$ cat config.mk
export PLATFORM = sky130hd
export DESIGN_NAME = gf180mcu_osu_sc_gp9t3v3__clkdiv_4_flat
export DESIGN_NICKNAME = d
export VERILOG_FILES = /design/src/rtl/gf180mcu_osu_sc_gp9t3v3__clkdiv_4_if.sv /design/src/rtl/gf180mcu_osu_sc_gp9t3v3__clkdiv_4.sv /design/src/flat_wrapper.sv
export SDC_FILE = /design/constraint.sdc
export NUM_CORES = 1
export LEC_CHECK = 0
export CAP_MARGIN = 5
export CORE_MARGIN = 8
export CORE_UTILIZATION = 55
export CTS_CLUSTER_SIZE = 30
export DETAILED_ROUTE_END_ITERATION = 16
export HOLD_SLACK_MARGIN = 0.1
export PLACE_DENSITY = 0.89
export REMOVE_ABC_BUFFERS = 1
export SYNTH_ARGS = -nofsm -noshare
export SYNTH_HDL_FRONTEND = slang
export SYNTH_SLANG_ARGS = --single-unit
$ cat constraint.sdc
create_clock -name CLK -period 3.1 [get_ports CLK]
set_input_delay 0.62 -clock CLK [delete_from_list [all_inputs] [get_ports CLK]]
set_output_delay 0.62 -clock CLK [all_outputs]
set_load 0.03 [all_outputs]
$ cat src/rtl/gf180mcu_osu_sc_gp9t3v3__clkdiv_4_if.sv
// Control and status bundle for the programmable divided-clock generator.
//   EN   : run request (master -> slave)
//   LD   : ratio load strobe (master -> slave)
//   DIV  : ratio code, half-period = DIV+1 source cycles (master -> slave)
//   Y    : registered 50%-duty divided clock (slave -> master)
//   TICK : one-cycle pulse on the first cycle of each Y high phase (slave -> master)
//   BUSY : a loaded ratio is waiting to be applied (slave -> master)
interface gf180mcu_osu_sc_gp9t3v3__clkdiv_4_if #(
  parameter int WIDTH = 4
);
  logic             EN;
  logic             LD;
  logic [WIDTH-1:0] DIV;
  logic             Y;
  logic             TICK;
  logic             BUSY;

  modport master (output EN, LD, DIV, input Y, TICK, BUSY);
  modport slave  (input EN, LD, DIV, output Y, TICK, BUSY);
endinterface

$ cat src/rtl/gf180mcu_osu_sc_gp9t3v3__clkdiv_4.sv
// Programmable glitch-free divided-clock generator.
// Produces a registered 50%-duty clock Y with half-period ratio+1 CLK cycles.
// Ratio changes are held pending and applied only at a full-period boundary
// (end of a low phase) or when starting from idle, so no runt phases appear.
// Ports:
//   CLK : source clock, all state updates on its rising edge
//   R   : synchronous active-high reset
//   bus : slave side of the control/status bundle (EN, LD, DIV, Y, TICK, BUSY)
//
// state  | meaning
// -------+-----------------------------------------------------------
// S_IDLE | stopped, Y low, waiting for EN
// S_HIGH | Y high for ratio+1 cycles, EN ignored until phase ends
// S_LOW  | Y low for ratio+1 cycles, period boundary at its last cycle
module gf180mcu_osu_sc_gp9t3v3__clkdiv_4 #(
  parameter int WIDTH = 4
) (
  input  logic CLK,
  input  logic R,
  gf180mcu_osu_sc_gp9t3v3__clkdiv_4_if.slave bus
);

  typedef enum logic [1:0] {
    S_IDLE = 2'd0,
    S_HIGH = 2'd1,
    S_LOW  = 2'd2
  } state_e;

  localparam logic [WIDTH-1:0] CNT_ONE = WIDTH'(1);

  state_e           state_q, state_d;
  logic [WIDTH-1:0] ratio_q, ratio_d;
  logic [WIDTH-1:0] pend_q, pend_d;
  logic [WIDTH-1:0] cnt_q, cnt_d;
  logic             pvalid_q, pvalid_d;
  logic             y_q, y_d;
  logic             tick_q, tick_d;
  logic             apply;

  always_ff @(posedge CLK) begin
    if (R) begin
      state_q  <= S_IDLE;
      ratio_q  <= '0;
      pend_q   <= '0;
      cnt_q    <= '0;
      pvalid_q <= 1'b0;
      y_q      <= 1'b0;
      tick_q   <= 1'b0;
    end else begin
      state_q  <= state_d;
      ratio_q  <= ratio_d;
      pend_q   <= pend_d;
      cnt_q    <= cnt_d;
      pvalid_q <= pvalid_d;
      y_q      <= y_d;
      tick_q   <= tick_d;
    end
  end

  always_comb begin
    state_d  = state_q;
    ratio_d  = ratio_q;
    pend_d   = pend_q;
    pvalid_d = pvalid_q;
    cnt_d    = cnt_q;
    apply    = 1'b0;

    case (state_q)
      S_IDLE: begin
        cnt_d = '0;
        if (bus.EN) begin
          apply   = 1'b1;
          state_d = S_HIGH;
        end
      end
      S_HIGH: begin
        if (cnt_q == ratio_q) begin
          cnt_d   = '0;
          state_d = S_LOW;
        end else begin
          cnt_d = cnt_q + CNT_ONE;
        end
      end
      S_LOW: begin
        if (cnt_q == ratio_q) begin
          cnt_d   = '0;
          apply   = 1'b1;
          state_d = bus.EN ? S_HIGH : S_IDLE;
        end else begin
          cnt_d = cnt_q + CNT_ONE;
        end
      end
      default: begin
        cnt_d   = '0;
        state_d = S_IDLE;
      end
    endcase

    // Apply uses the pending value from before this edge; a simultaneous
    // load then becomes the new pending value and keeps BUSY asserted.
    if (apply && pvalid_q) begin
      ratio_d  = pend_q;
      pvalid_d = 1'b0;
    end
    if (bus.LD) begin
      pend_d   = bus.DIV;
      pvalid_d = 1'b1;
    end

    // Outputs are registered from next-state so Y/TICK come straight from flops.
    y_d    = (state_d == S_HIGH);
    tick_d = (state_d == S_HIGH) && (cnt_d == '0);
  end

  assign bus.Y    = y_q;
  assign bus.TICK = tick_q;
  assign bus.BUSY = pvalid_q;

endmodule

$ cat src/flat_wrapper.sv
// flat-port wrapper written by rule: the top's interface ports become plain ports
module gf180mcu_osu_sc_gp9t3v3__clkdiv_4_flat 
#(
  parameter int WIDTH = 4
)
  (CLK, R, bus_EN, bus_LD, bus_DIV, bus_Y, bus_TICK, bus_BUSY);
  gf180mcu_osu_sc_gp9t3v3__clkdiv_4_if #(.WIDTH(WIDTH)) bus_i ();
  input  logic CLK;
  input  logic R;
  input wire logic [$bits(bus_i.EN)-1:0] bus_EN;
  input wire logic [$bits(bus_i.LD)-1:0] bus_LD;
  input wire logic [$bits(bus_i.DIV)-1:0] bus_DIV;
  output wire logic [$bits(bus_i.Y)-1:0] bus_Y;
  output wire logic [$bits(bus_i.TICK)-1:0] bus_TICK;
  output wire logic [$bits(bus_i.BUSY)-1:0] bus_BUSY;
  assign bus_i.EN = bus_EN;
  assign bus_i.LD = bus_LD;
  assign bus_i.DIV = bus_DIV;
  assign bus_Y = bus_i.Y;
  assign bus_TICK = bus_i.TICK;
  assign bus_BUSY = bus_i.BUSY;
  gf180mcu_osu_sc_gp9t3v3__clkdiv_4 #(.WIDTH(WIDTH)) u_core (.CLK(CLK), .R(R), .bus(bus_i));
endmodule
==> flow_summary.yaml <==
job:
  max_cap_violations: 0
floorplan:
  rows: 14
  core_area_mm2: 0.00145
  initial_utilization_pct: 56.5
  die_h_um: 54.7
  ioPinCount: 11
  floorplan.die_area_mm2: 0.00299
  die_w_um: 54.7
layout:
  drive_gt1_share_pct: 9.18
  fill_cells: 124
  area_delta_synth_final_pct: 17.0
  fin_util_pct: 66.2
  nNetsFinal: 112
  antennaDiodeCount: 0
yosys:
  ys_top_cells_by_area: "dfxtp_1 (41%), mux2i_1 (9.7%), ha_1 (7.6%), nand2b_1 (7.6%), xor2_1 (5.3%)"
  postSynthCellCount: 86
  synthArstFlopShare_pct: 0
  synth_common_cells: "dfxtp_1 (17), nor2_1 (11), nand2b_1 (10)"
  synth.top_cell.area_share_pct: 41.4
  synth_area_um2: 822
  synth_ff_type: "dfxtp_1"
  yosys_warnings: 0
  synth.most_common_cell: "dfxtp_1"
  ys_seq_area_share_pct: 41.4
  synthDistinctLibCells: 23
  syn_avg_cell_area_um2: 9.56
  synth-seq-cells: 17
  synth_edf_count: 0
  yosys.area.top_type: "dfxtp_1"
placement:
  io_buffers: 10
  gp_congestion: 0.785
  hpwl_um: 1140
cts:
  htreeDepth: 1
  clock_path_buffers: 2
  numClockSinks: 17
  cts_tree: "yes"
  cts_resized: 0
  hold_buffers: 0
  clkTransAtPathRegs_ns: 0.10
  root_buffer: "clkbuf_4"
  clk_latency_ns: 0.30
  cts_setup_buffers: 0
  cts_buffers: 3
grt:
  grt_max_degree: 17
  grt_pass1_vias: 636
  antenna_found_initial: 0
  grt_remaining_overflow: 0
  grt_pass1_wl_um: 2500
  grt_util_all_layers_pct: 11.8
timing:
  worstMarginPinSlew_ns: 0.468
  rsz0062_at_grt: "false"
  setup_tns_ns: 0
  max_slew_margin_pct: 68.7
  hold_viol: 0
  fmax_ghz: 0.503
  period_share_pct: 64.1
  finClkSkew_ns: 0.00353
  finalHoldWorstSlack_ns: 0.477
  fin_crit_ns: 1.99
  maxSlewViolCount: 0
  setup_viol: 0
setup_path:
  worstSetupStartpointType: "flop"
  crit_chain: "clkdlybuf4s50_1"
  arrival_ns: 1.37
  critPathTopFamily: "buffers and inverters"
  worstSetupPathType: "reg2out"
  path_depth: 1
  end_kind: "output port"
  critPathMaxStageDelay_ns: 0.69
  required_ns: 2.48
  cp_slowest_cell: "clkdlybuf4s50_1"
  rr_worst_depth: 5
  path_max_fanout: 3
  cp.buffers_inverters: 1
routing:
  drtPass1Iterations: 3
  first_iter_violations: 6
  routed_via_density: 5.33
  vias: 608
  drc: 0
  wl_per_cell_um: 12.7
  wl_um: 1450
  postRouteAntennaNets: 0
outcome:
  outcome: "completed"
worst_hold_path:
  hp-class: "reg2reg"
  hold_depth: 2
pwr:
  p_switching_uw: 155
  internal-power_uw: 345
  clkPwrFrac_pct: 23.8
  power_density_mw_per_mm2: 519
  swShare_pct: 31.0
  power_leakage_nw: 0.405
  peakVddDrop_uv: 274
  seqPwrFrac_pct: 49.9
  power_uw: 500
  comb_power_share_pct: 26.3
-- metrics by stage --
step                      instances  cell area (um2)  worst slack [ns]
after floorplan                  84              815              1.64
after global placement          110              935              1.27
after detailed placement        110              935              1.23
after CTS                       114              962              1.11
after global routing            114              962              1.07
final                           114              962              1.11
-- worst paths after layout --
path                         start                end  slack, ns
hold reg to reg   u_core.pend_q[1]  u_core.ratio_q[1]       0.48
setup / recovery   u_core.bus.BUSY           bus_BUSY       1.11
hold / removal    u_core.pend_q[1]  u_core.ratio_q[1]       0.48
setup reg to reg   u_core.cnt_q[0]  u_core.ratio_q[3]       1.39
-- final cells by class --
type	instances	area, um2	share of cell area (%)
Inverter	5	18.8	1.95
Clock buffer	3	22.5	2.34
Clock inverter	1	5.00	0.520
Timing Repair Buffer	10	100	10.4
Sequential cell	17	340	35.4
Multi-Input combinational cell	62	455	47.3
Tap cell	16	20.0	2.08
-- state kept, by name (all words and copies together) (netlist names) --
register and cells:
u_core.cnt_q 4, u_core.ratio_q 4, u_core.bus.BUSY 1, u_core.bus.TICK 1, u_core.state_q 2, u_core.bus.Y 1, u_core.pend_q 4
-- cells by family (layout without fill, tap and decap cells) --
| kind of cell | count (synthesis) | count (layout) | share of synthesized area, % |
|---|---|---|---|
| AO/OA/AOI/OAI | 10 | 10 | 9.13 |
| XOR/XNOR | 7 | 7 | 7.46 |
| adder cells (fa/ha/maj) | 5 | 5 | 7.61 |
| buffers and inverters | 7 | 19 | 3.20 |
| flip-flops | 17 | 17 | 41.4 |
| multiplexers | 8 | 8 | 9.74 |
| AND/OR/NAND/NOR | 32 | 32 | 21.5 |
-- power groups by stage --
stage               Clock [mW]  Combinational (mW)  Sequential [mW]
CTS                      0.121               0.133            0.250
global placement             0               0.129            0.253
floorplan                    0              0.0717            0.269
global route             0.135               0.145            0.252
detailed placement           0               0.132            0.255
finish                   0.119               0.132            0.250
-- layer usage --
metal  up-vias  GRT usage [%]  part of all wire [%]
met1       281           11.6                    44
met3         3           5.16                   4.2
met4         0           6.97                   1.8
met5         -              0                     0
met2        13           20.0                    50
li1        311              -                     -
-- worst register-to-register path, delay by kind of cell, from the launching register on --
kind,cells,cell delay (ns)
simple gates,2,0.59
flops,1,0.44
xor+xnor,1,0.15
compound gates,1,0.26
mux,1,0.21
-- layout by cell type, fill, tap and decap left out --
master	synthesis	routed
nor3_1	1	1
ha_1	5	5
o211ai_1	1	1
nor4_4	1	1
xnor2_1	2	2
a21oi_2	1	1
or2_2	1	1
nor3b_1	1	1
a21oi_1	2	2
inv_1	5	5
clkinv_2	0	1
clkdlybuf4s50_1	0	10
xor2_1	5	5
dfxtp_1	17	17
o21ai_0	2	2
o31ai_1	1	1
a31oi_1	2	2
nand3_1	3	3
a21boi_4	1	1
nand2_1	3	3
nor2_1	11	11
nand2b_1	10	10
mux2i_1	8	8
nand2_2	1	1
clkbuf_4	0	3
No activity file was read; power rests on OpenSTA's default activity.
